--- config.mk ---
export PLATFORM = sky130hd
export DESIGN_NAME = chip8_mem_arbiter_flat
export DESIGN_NICKNAME = d
export VERILOG_FILES = /design/src/rtl/chip8_pkg.sv /design/src/rtl/chip8_mem_arbiter_if.sv /design/src/rtl/chip8_rr_picker.sv /design/src/rtl/chip8_mem_arbiter.sv /design/src/flat_wrapper.sv
export SDC_FILE = /design/constraint.sdc
export NUM_CORES = 1
export LEC_CHECK = 0
export ABC_AREA = 1
export CORE_ASPECT_RATIO = 1.2
export CORE_MARGIN = 3
export CORE_UTILIZATION = 41
export CTS_CLUSTER_SIZE = 14
export DETAILED_ROUTE_END_ITERATION = 6
export PLACE_DENSITY = 0.85
export SKIP_CTS_REPAIR_TIMING = 1
export SLEW_MARGIN = 0
export SYNTH_ARGS = -nofsm -noshare
export SYNTH_HDL_FRONTEND = slang
export SYNTH_SLANG_ARGS = --single-unit
--- constraint.sdc ---
create_clock -name clk -period 2.85 [get_ports clk]
set_input_delay 0.7125 -clock clk [delete_from_list [all_inputs] [get_ports clk]]
set_output_delay 0.7125 -clock clk [all_outputs]
set_load 0.02 [all_outputs]
--- src/rtl/chip8_pkg.sv ---
// ----------------------------------------------------------------------------
// chip8_pkg
// Shared types and constants for the CHIP-8 memory subsystem.
//   ADDR_W / DATA_W : geometry of the single-port 4 KiB RAM.
//   req_idx_e       : requester slot numbers on the arbiter (loader, CPU, draw).
//   lock_state_e    : bus-lock state of the arbiter.
//   mem_req_t       : one RAM port command (write enable, address, write data).
// ----------------------------------------------------------------------------
package chip8_pkg;

    localparam int ADDR_W = 12;
    localparam int DATA_W = 8;

    typedef enum logic [1:0] {
        REQ_LOADER = 2'd0,
        REQ_CPU    = 2'd1,
        REQ_DRAW   = 2'd2
    } req_idx_e;

    typedef enum logic {
        LOCK_FREE = 1'b0,
        LOCK_HELD = 1'b1
    } lock_state_e;

    typedef struct packed {
        logic              we;
        logic [ADDR_W-1:0] addr;
        logic [DATA_W-1:0] wdata;
    } mem_req_t;

endpackage

--- src/rtl/chip8_mem_arbiter_if.sv ---
// ----------------------------------------------------------------------------
// chip8_mem_arbiter_if
// Bundle of the requester handshake signals and the RAM port of the arbiter.
//   req_valid/req_we/req_lock : per-requester request, direction, lock hint
//   req_addr/req_wdata        : packed per-requester fields (slot k at slice k)
//   req_ready                 : one-hot grant
//   rsp_valid/rsp_data        : one-hot read strobe and shared read data
//   mem_addr/mem_we/mem_wdata : registered RAM command
//   mem_rdata                 : RAM read data (one cycle after address sample)
// Modports: slave = arbiter side, master = requesters plus RAM side.
// ----------------------------------------------------------------------------
interface chip8_mem_arbiter_if #(
    parameter int NUM_REQ = 3,
    parameter int ADDR_W  = chip8_pkg::ADDR_W,
    parameter int DATA_W  = chip8_pkg::DATA_W
);
    logic [NUM_REQ-1:0]        req_valid;
    logic [NUM_REQ-1:0]        req_we;
    logic [NUM_REQ-1:0]        req_lock;
    logic [NUM_REQ*ADDR_W-1:0] req_addr;
    logic [NUM_REQ*DATA_W-1:0] req_wdata;
    logic [NUM_REQ-1:0]        req_ready;
    logic [NUM_REQ-1:0]        rsp_valid;
    logic [DATA_W-1:0]         rsp_data;
    logic [ADDR_W-1:0]         mem_addr;
    logic                      mem_we;
    logic [DATA_W-1:0]         mem_wdata;
    logic [DATA_W-1:0]         mem_rdata;

    modport slave (
        input  req_valid, req_we, req_lock, req_addr, req_wdata, mem_rdata,
        output req_ready, rsp_valid, rsp_data, mem_addr, mem_we, mem_wdata
    );

    modport master (
        output req_valid, req_we, req_lock, req_addr, req_wdata, mem_rdata,
        input  req_ready, rsp_valid, rsp_data, mem_addr, mem_we, mem_wdata
    );
endinterface

--- src/rtl/chip8_rr_picker.sv ---
// ----------------------------------------------------------------------------
// chip8_rr_picker
// Combinational rotating-base priority encoder. Searches req starting at
// index base, wrapping modulo NUM_REQ; the first set bit wins.
//   req   : request vector
//   base  : index with highest priority this cycle (tie to 0 for fixed order)
//   grant : one-hot winner, zero when req is zero
// ----------------------------------------------------------------------------
module chip8_rr_picker #(
    parameter int NUM_REQ = 3,
    parameter int IDX_W   = 2
) (
    input  logic [NUM_REQ-1:0] req,
    input  logic [IDX_W-1:0]   base,
    output logic [NUM_REQ-1:0] grant
);

    logic             found;
    logic [IDX_W-1:0] idx;

    always_comb begin
        grant = '0;
        found = 1'b0;
        idx   = '0;
        for (int i = 0; i < NUM_REQ; i++) begin
            idx = IDX_W'((int'(base) + i) % NUM_REQ);
            if (!found && req[idx]) begin
                grant[idx] = 1'b1;
                found      = 1'b1;
            end
        end
    end

endmodule

--- src/rtl/chip8_mem_arbiter.sv ---
// ----------------------------------------------------------------------------
// chip8_mem_arbiter
// Shares the single-port CHIP-8 RAM between the loader (0), CPU (1) and draw
// engine (2). One transfer per cycle; the RAM command is registered; read data
// returns to the issuing requester two edges after the transfer edge.
// A requester may lock the bus for its next access (opcode byte pair, sprite
// row pair); the lock is dropped after LOCK_MAX idle locked cycles.
// Ports:
//   clk, rst_n : clock, asynchronous active-low reset
//   bus        : chip8_mem_arbiter_if.slave (handshakes + RAM port)
// Build option:
//   CHIP8_ARB_RR_EN defined   -> round-robin arbitration
//   CHIP8_ARB_RR_EN undefined -> fixed priority, lowest index wins
// ----------------------------------------------------------------------------
module chip8_mem_arbiter #(
    parameter int NUM_REQ  = 3,
    parameter int ADDR_W   = chip8_pkg::ADDR_W,
    parameter int DATA_W   = chip8_pkg::DATA_W,
    parameter int LOCK_MAX = 4
) (
    input logic                clk,
    input logic                rst_n,
    chip8_mem_arbiter_if.slave bus
);
    import chip8_pkg::*;

    localparam int IDX_W = (NUM_REQ > 1) ? $clog2(NUM_REQ) : 1;
    localparam int CNT_W = $clog2(LOCK_MAX + 1);

    mem_req_t           mem_q, mem_d;
    lock_state_e        lock_q, lock_d;
    logic [NUM_REQ-1:0] owner_q, owner_d;
    logic [CNT_W-1:0]   cnt_q, cnt_d;
    logic [NUM_REQ-1:0] rd_pend_q, rd_pend_d;     // read issued, RAM samples next edge
    logic [NUM_REQ-1:0] rsp_valid_q, rsp_valid_d;

    logic [IDX_W-1:0]   base;
    logic [NUM_REQ-1:0] pick_grant;
    logic [NUM_REQ-1:0] ready;
    logic               any_xfer;
    logic [IDX_W-1:0]   win_idx;

`ifdef CHIP8_ARB_RR_EN
    logic [IDX_W-1:0]   rr_q, rr_d;
    assign base = rr_q;
`else
    assign base = '0;
`endif

    chip8_rr_picker #(
        .NUM_REQ (NUM_REQ),
        .IDX_W   (IDX_W)
    ) u_picker (
        .req   (bus.req_valid),
        .base  (base),
        .grant (pick_grant)
    );

    // Grant: the lock owner alone while locked; nothing while in reset.
    always_comb begin
        ready = '0;
        if (rst_n) begin
            if (lock_q == LOCK_HELD) ready = bus.req_valid & owner_q;
            else                     ready = pick_grant;
        end
        any_xfer = |ready;
        win_idx  = '0;
        for (int i = 0; i < NUM_REQ; i++) begin
            if (ready[i]) win_idx = IDX_W'(i);
        end
    end

    always_comb begin
        // NOTE: every signal gets a default first so no path infers a latch.
        mem_d       = mem_q;
        mem_d.we    = 1'b0;
        rd_pend_d   = '0;
        rsp_valid_d = rd_pend_q;
        lock_d      = lock_q;
        owner_d     = owner_q;
        cnt_d       = cnt_q;

        if (any_xfer) begin
            mem_d.we    = bus.req_we[win_idx];
            mem_d.addr  = bus.req_addr[win_idx*ADDR_W +: ADDR_W];
            mem_d.wdata = bus.req_wdata[win_idx*DATA_W +: DATA_W];
            if (!bus.req_we[win_idx]) rd_pend_d = ready;
        end

        if (any_xfer && bus.req_lock[win_idx]) begin
            // Arms a new lock or re-arms the current one.
            lock_d  = LOCK_HELD;
            owner_d = ready;
            cnt_d   = '0;
        end else if (lock_q == LOCK_HELD) begin
            if (any_xfer || cnt_q == CNT_W'(LOCK_MAX - 1)) begin
                // Owner finished its pair, or the counter is about to reach
                // LOCK_MAX: free the bus from the next cycle on.
                lock_d = LOCK_FREE;
                cnt_d  = '0;
            end else begin
                cnt_d = cnt_q + 1'b1;
            end
        end
    end

`ifdef CHIP8_ARB_RR_EN
    // Only transfers made while unlocked advance the pointer.
    always_comb begin
        rr_d = rr_q;
        if (any_xfer && lock_q == LOCK_FREE) begin
            rr_d = (win_idx == IDX_W'(NUM_REQ - 1)) ? '0 : win_idx + 1'b1;
        end
    end
`endif

    // NOTE: state registers use non-blocking assignments so every flop samples
    // the pre-edge value of its neighbours.
    always_ff @(posedge clk or negedge rst_n) begin
        if (!rst_n) begin
            mem_q       <= '0;
            lock_q      <= LOCK_FREE;
            owner_q     <= '0;
            cnt_q       <= '0;
            rd_pend_q   <= '0;
            rsp_valid_q <= '0;
`ifdef CHIP8_ARB_RR_EN
            rr_q        <= '0;
`endif
        end else begin
            mem_q       <= mem_d;
            lock_q      <= lock_d;
            owner_q     <= owner_d;
            cnt_q       <= cnt_d;
            rd_pend_q   <= rd_pend_d;
            rsp_valid_q <= rsp_valid_d;
`ifdef CHIP8_ARB_RR_EN
            rr_q        <= rr_d;
`endif
        end
    end

    assign bus.req_ready = ready;
    assign bus.rsp_valid = rsp_valid_q;
    assign bus.rsp_data  = bus.mem_rdata;
    assign bus.mem_addr  = mem_q.addr;
    assign bus.mem_we    = mem_q.we;
    assign bus.mem_wdata = mem_q.wdata;

endmodule

--- src/flat_wrapper.sv ---
// flat-port wrapper written by rule: the top's interface ports become plain ports
module chip8_mem_arbiter_flat import chip8_pkg::*;
#(
    parameter int NUM_REQ  = 3,
    parameter int ADDR_W   = chip8_pkg::ADDR_W,
    parameter int DATA_W   = chip8_pkg::DATA_W,
    parameter int LOCK_MAX = 4
)
  (clk, rst_n, bus_req_valid, bus_req_we, bus_req_lock, bus_req_addr, bus_req_wdata, bus_mem_rdata, bus_req_ready, bus_rsp_valid, bus_rsp_data, bus_mem_addr, bus_mem_we, bus_mem_wdata);
  chip8_mem_arbiter_if #(.NUM_REQ(NUM_REQ), .ADDR_W(ADDR_W), .DATA_W(DATA_W)) bus_i ();
  input logic clk;
  input logic rst_n;
  input wire logic [$bits(bus_i.req_valid)-1:0] bus_req_valid;
  input wire logic [$bits(bus_i.req_we)-1:0] bus_req_we;
  input wire logic [$bits(bus_i.req_lock)-1:0] bus_req_lock;
  input wire logic [$bits(bus_i.req_addr)-1:0] bus_req_addr;
  input wire logic [$bits(bus_i.req_wdata)-1:0] bus_req_wdata;
  input wire logic [$bits(bus_i.mem_rdata)-1:0] bus_mem_rdata;
  output wire logic [$bits(bus_i.req_ready)-1:0] bus_req_ready;
  output wire logic [$bits(bus_i.rsp_valid)-1:0] bus_rsp_valid;
  output wire logic [$bits(bus_i.rsp_data)-1:0] bus_rsp_data;
  output wire logic [$bits(bus_i.mem_addr)-1:0] bus_mem_addr;
  output wire logic [$bits(bus_i.mem_we)-1:0] bus_mem_we;
  output wire logic [$bits(bus_i.mem_wdata)-1:0] bus_mem_wdata;
  assign bus_i.req_valid = bus_req_valid;
  assign bus_i.req_we = bus_req_we;
  assign bus_i.req_lock = bus_req_lock;
  assign bus_i.req_addr = bus_req_addr;
  assign bus_i.req_wdata = bus_req_wdata;
  assign bus_i.mem_rdata = bus_mem_rdata;
  assign bus_req_ready = bus_i.req_ready;
  assign bus_rsp_valid = bus_i.rsp_valid;
  assign bus_rsp_data = bus_i.rsp_data;
  assign bus_mem_addr = bus_i.mem_addr;
  assign bus_mem_we = bus_i.mem_we;
  assign bus_mem_wdata = bus_i.mem_wdata;
  chip8_mem_arbiter #(.NUM_REQ(NUM_REQ), .ADDR_W(ADDR_W), .DATA_W(DATA_W), .LOCK_MAX(LOCK_MAX)) u_core (.clk(clk), .rst_n(rst_n), .bus(bus_i));
endmodule
* Word-level counts from Yosys, hierarchy flattened
Index checks and enable logic that the tools add are counted.
** Word-level totals
- Register bits after elaboration :: 34
- Output and inout bits :: 35
** Operators by class
- Add/sub/neg operators :: 1
- $mul :: 1
- Magnitude comparators :: 1
- Equality and inequality tests :: 1
- Shifts and indexed selects :: 2
- Mux-type cells :: 22
- Bitwise gates (word level) :: 1
- Reduce and logical (&&, ||, !) cells :: 8
** Operators with widths (count)
- variable part select 36 x 7 -> 12 bit :: 1
- 2-to-1 mux 3 bit :: 8
- variable part select 24 x 6 -> 8 bit :: 1
- 2-to-1 mux 21 bit :: 1
- 2-to-1 mux 1 bit :: 9
- binary-select mux 1 bit (select 2 bit) :: 2
- multiplier 2 x 2 -> 4 bit, second input constant :: 1
- 2-to-1 mux 2 bit :: 2
- adder 3 x 1 -> 3 bit, second input constant :: 1
- AND 3 bit :: 1
- == test 3 x 2 -> 1 bit, second input constant :: 1
- logical AND 1 bit :: 3
- less-than comparator 2 x 3 -> 1 bit, second input constant :: 1
- OR reduction 3 bit :: 1
- zero test 1 bit :: 2
- nonzero test 2 bit :: 1
- logical OR 1 bit :: 1

* Depth between registers and ports, before layout
- Depth after elaboration :: 15
- Depth in mapped cells :: 12
- Gate-level depth less buffers :: 10

* Modules after synthesis
A second synthesis with hierarchy kept.
** Unflattened totals
- Cell total of the unflattened synthesis :: 274
- Area total of the unflattened synthesis :: 2053.2 um2
** Modules (own cells, without submodules)
- chip8_mem_arbiter :: instances 1, cells an instance 232, area each 1820.5 um2
- chip8_rr_picker :: instances 1, cells an instance 42, area each 232.7 um2

* Least setup slack after synthesis
Ideal clock, no wire load.
- Path kind :: input -> output
- Start :: in bus_req_valid[0]
- End :: out bus_req_ready[2]
- Arrival :: 1.360 ns
- Required time :: 2.138 ns
- Setup slack :: 0.777 ns
- Cell stages on the path :: 4
- Path buffers :: 1
- Cells stage by stage :: nor2_1 nor2_4 nor2_8 buf_2
** Between the ends
- Word-level cells in the longest chain between the ends :: 9
** Ends and longest elaborated chain
- start, declared :: RTL line flat_wrapper.sv:13 : input wire logic [$bits(bus_i.req_valid)-1:0] bus_req_valid;
- 2-to-1 mux 1 bit * :: RTL line chip8_rr_picker.sv:27 : if (!found && req[idx]) begin
- zero test 1 bit :: RTL line chip8_rr_picker.sv:27
- logical AND 1 bit :: RTL line chip8_rr_picker.sv:27
- 2-to-1 mux 1 bit * :: RTL line chip8_rr_picker.sv:27
- zero test 1 bit * :: RTL line chip8_rr_picker.sv:27
- logical AND 1 bit * :: RTL line chip8_rr_picker.sv:27
- 2-to-1 mux 3 bit * :: RTL line chip8_rr_picker.sv:27
- 2-to-1 mux 3 bit * :: RTL line chip8_mem_arbiter.sv:63 : if (lock_q == LOCK_HELD) ready = bus.req_valid & owner_q;
- 2-to-1 mux 3 bit * :: RTL line chip8_mem_arbiter.sv:62 : if (rst_n) begin
- end, declared :: RTL line flat_wrapper.sv:19 : output wire logic [$bits(bus_i.req_ready)-1:0] bus_req_ready;
Every way passes the cells marked *; elsewhere a longest branch is shown, timed or not.

* Final worst setup path
- Start :: in bus_req_valid[0]
- End :: out bus_req_ready[0]
** Between the ends
- Word-level cells in the longest chain between the ends :: 5
- Elaborated cells on any way between the ends :: 6
** Ends and longest elaborated chain (RTL line)
- 2-to-1 mux 1 bit :: chip8_rr_picker.sv:27
- 2-to-1 mux 2 bit :: chip8_rr_picker.sv:27
- 2-to-1 mux 3 bit :: chip8_rr_picker.sv:27
- 2-to-1 mux 3 bit * :: chip8_mem_arbiter.sv:63
- 2-to-1 mux 3 bit * :: chip8_mem_arbiter.sv:62
Marked as above.

==> metrics <==
status=completed; Multi-input gate area=882 µm²; share of cells above drive strength 1=11.1%; Clock Sink Count=34; largest net degree at the start of global routing=22; RSZ-0062 raised after global routing=no; crit path launch type=input pin; Iter 0 DRT Violations=83; Die X=68.8 µm; wire length per cell=14.3 µm; total CTS buffers=5; MaxCap Viol Count=0; Worst EP required=2.14 ns; post-detail-place hpwl=4290 µm; Placer Congestion=0.779; vias in the first global route=1967; clock latency at the later pin of the worst-skew pair=0.28 ns; worst hold path startpoint=u_core.rd_pend_q[1]$_DFF_PN0_; Final Cycle Share=97.4%; Synth area leader=dfrtp_1; post-DR vias/cell=4.96; Setup TNS=0 ns; Layout area overhead=55.3%; leading cell type in the layout, fill and taps excluded=clkdlybuf4s50_1; Total Wirelength=5710 µm; pwr/cell area=813 nW/µm²; clk_skew=0.00492 ns; VDD IR max=0.383 mV; Ant. Diodes=0; Worst Path Arrival=2.06 ns; Initial Utilization=43.9%; Max FO, Critical Path=3; Fmax=0.360 GHz; CTS tree=done; Finish-stage setup viols=0; Site Rows=26; crit path launch=bus_req_valid[0]; GR Overflow Total=0; fin util=68.2%; input/output buffers=97; worst setup margin=0.0744 ns; Final Cell Area=3020 µm²; leakage=1.47 nW; clk slew on worst S/H paths=0.07 ns; io pins=114; cells after synthesis=245; Worst-Margin Slew=0.425 ns; root buffer cell=clkbuf_8; worst slack, placed=-0.0476 ns; initial antenna violation count=0; Chip Height=81.4 µm; max-slew violation count=0; Crit Path Class=in -> out; Final Hold Viols=0; CTS Buffer Depth=2; top-area cell type share of the netlist area=43.8%; CTS HTree Levels=2; cell total after placement=390; dpl cell area=2920 µm²; full die area=5600 µm²; syn_area_per_cell=7.93 µm²; Final min period=2.78 ns; # DRC=0; first-pass GRT wire length=8880 µm; distinct cell type count after synthesis=26; type of the most critical hold path=reg -> reg; r2r startpoint=u_core.lock_q$_DFF_PN0_; r2r setup slk=0.86 ns; register area share after synthesis=43.8%; Worst setup EP type=output pin; most frequent cells in the layout=94 x clkdlybuf4s50_1, 89 x nand2_1, 34 x nand3_1, 34 x dfrtp_1, 16 x inv_1; #FFs+latches synth=34; drt pass-1 iters=4; fill count=389; FF/Latch Area=851 µm²; vias=1974; Post-Syn Nets=326; Final ANT Viol Nets=0; synth warn=0; main area contributors after synthesis=dfrtp_1 44%, nand2_1 17%, nand3_1 8.8%, o21ai_1 3.9%, buf_4 3.1%; non-filler cells in the finished layout=398; fin nets=422; Synth Cell Area=1940 µm²; core area=4420 µm²; GRT Total Usage=21.3%; relative slew slack=71.7%
-- cells by family after synthesis --
family | synth area share [%]
buffers and inverters | 10.8
AND/OR/NAND/NOR | 37.2
AO/OA/AOI/OAI | 6.96
adder cells (fa/ha/maj) | 1.29
flip-flops | 43.8
-- area by class of cell --
| class | instances | share of cell area (%) |
|---|---|---|
| clock buffers | 7 | 2.86 |
| clock inverters | 1 | 0.166 |
| inverters | 19 | 2.53 |
| multi-input cells | 174 | 29.2 |
| flip-flops and latches | 34 | 28.2 |
| well taps | 56 | 2.32 |
| repair buffers | 107 | 34.7 |
-- per-layer routing --
layer | vias up | wire (µm) | part of all wire, % | GRT usage (%)
met5 | - | 0 | 0 | 0
met4 | 0 | 121 | 2.1 | 7.41
met3 | 13 | 465 | 8.1 | 6.78
met2 | 80 | 2860 | 50 | 38.0
met1 | 910 | 2270 | 40 | 23.2
li1 | 971 | - | - | -
-- synthesized netlist by cell type, drive strengths merged --
| cell type | n |
|---|---|
| dfrtp | 34 |
| nand2 | 97 |
| nand3 | 37 |
| ha | 2 |
| o21ai | 16 |
| a21oi | 1 |
| nor2 | 8 |
| o22ai | 6 |
| buf | 18 |
| or2 | 3 |
| nand4 | 3 |
| o31ai | 1 |
| inv | 19 |
-- worst paths after layout --
kind,to,depth (start not counted)
max reg2reg,u_core.bus.mem_wdata[2]$_DFFE_PN0P_,8
min reg2reg,u_core.bus.rsp_valid[1]$_DFF_PN0_,0
min,u_core.bus.rsp_valid[1]$_DFF_PN0_,0
max in group asynchronous,u_core.bus.mem_addr[4]$_DFFE_PN0P_,2
min in group asynchronous,u_core.owner_q[0]$_DFFE_PN0P_,2
max,bus_req_ready[0],4
-- sequential cells by signal, indices dropped and copies added, names as in the netlist --
signal                flops
u_core.bus.mem_addr      12
u_core.bus.mem_wdata      8
u_core.bus.mem_we         1
u_core.bus.rsp_valid      3
u_core.cnt_q              3
u_core.lock_q             1
u_core.owner_q            3
u_core.rd_pend_q          3
-- report_power, final --
part           internal, mW  switching, mW  leakage, nW
clock                 0.195          0.171       0.0482
combinational         0.577          0.713        0.990
sequential            0.673          0.125        0.436
-- stage by stage --
step           hold WS (ns)  power (mW)
5_1_grt               0.370        2.61
6_report              0.351        2.45
2_1_floorplan         0.331        1.57
4_1_cts               0.352        2.48
3_5_place_dp          0.336        2.10
3_3_place_gp          0.333        2.07
-- worst max-delay path: stages --
cell	delay (ns)
clkdlybuf4s50_1	0.51
nand3_1	0.11
inv_1	0.11
clkdlybuf4s50_1	0.62
(Power assumes the default switching activity.)
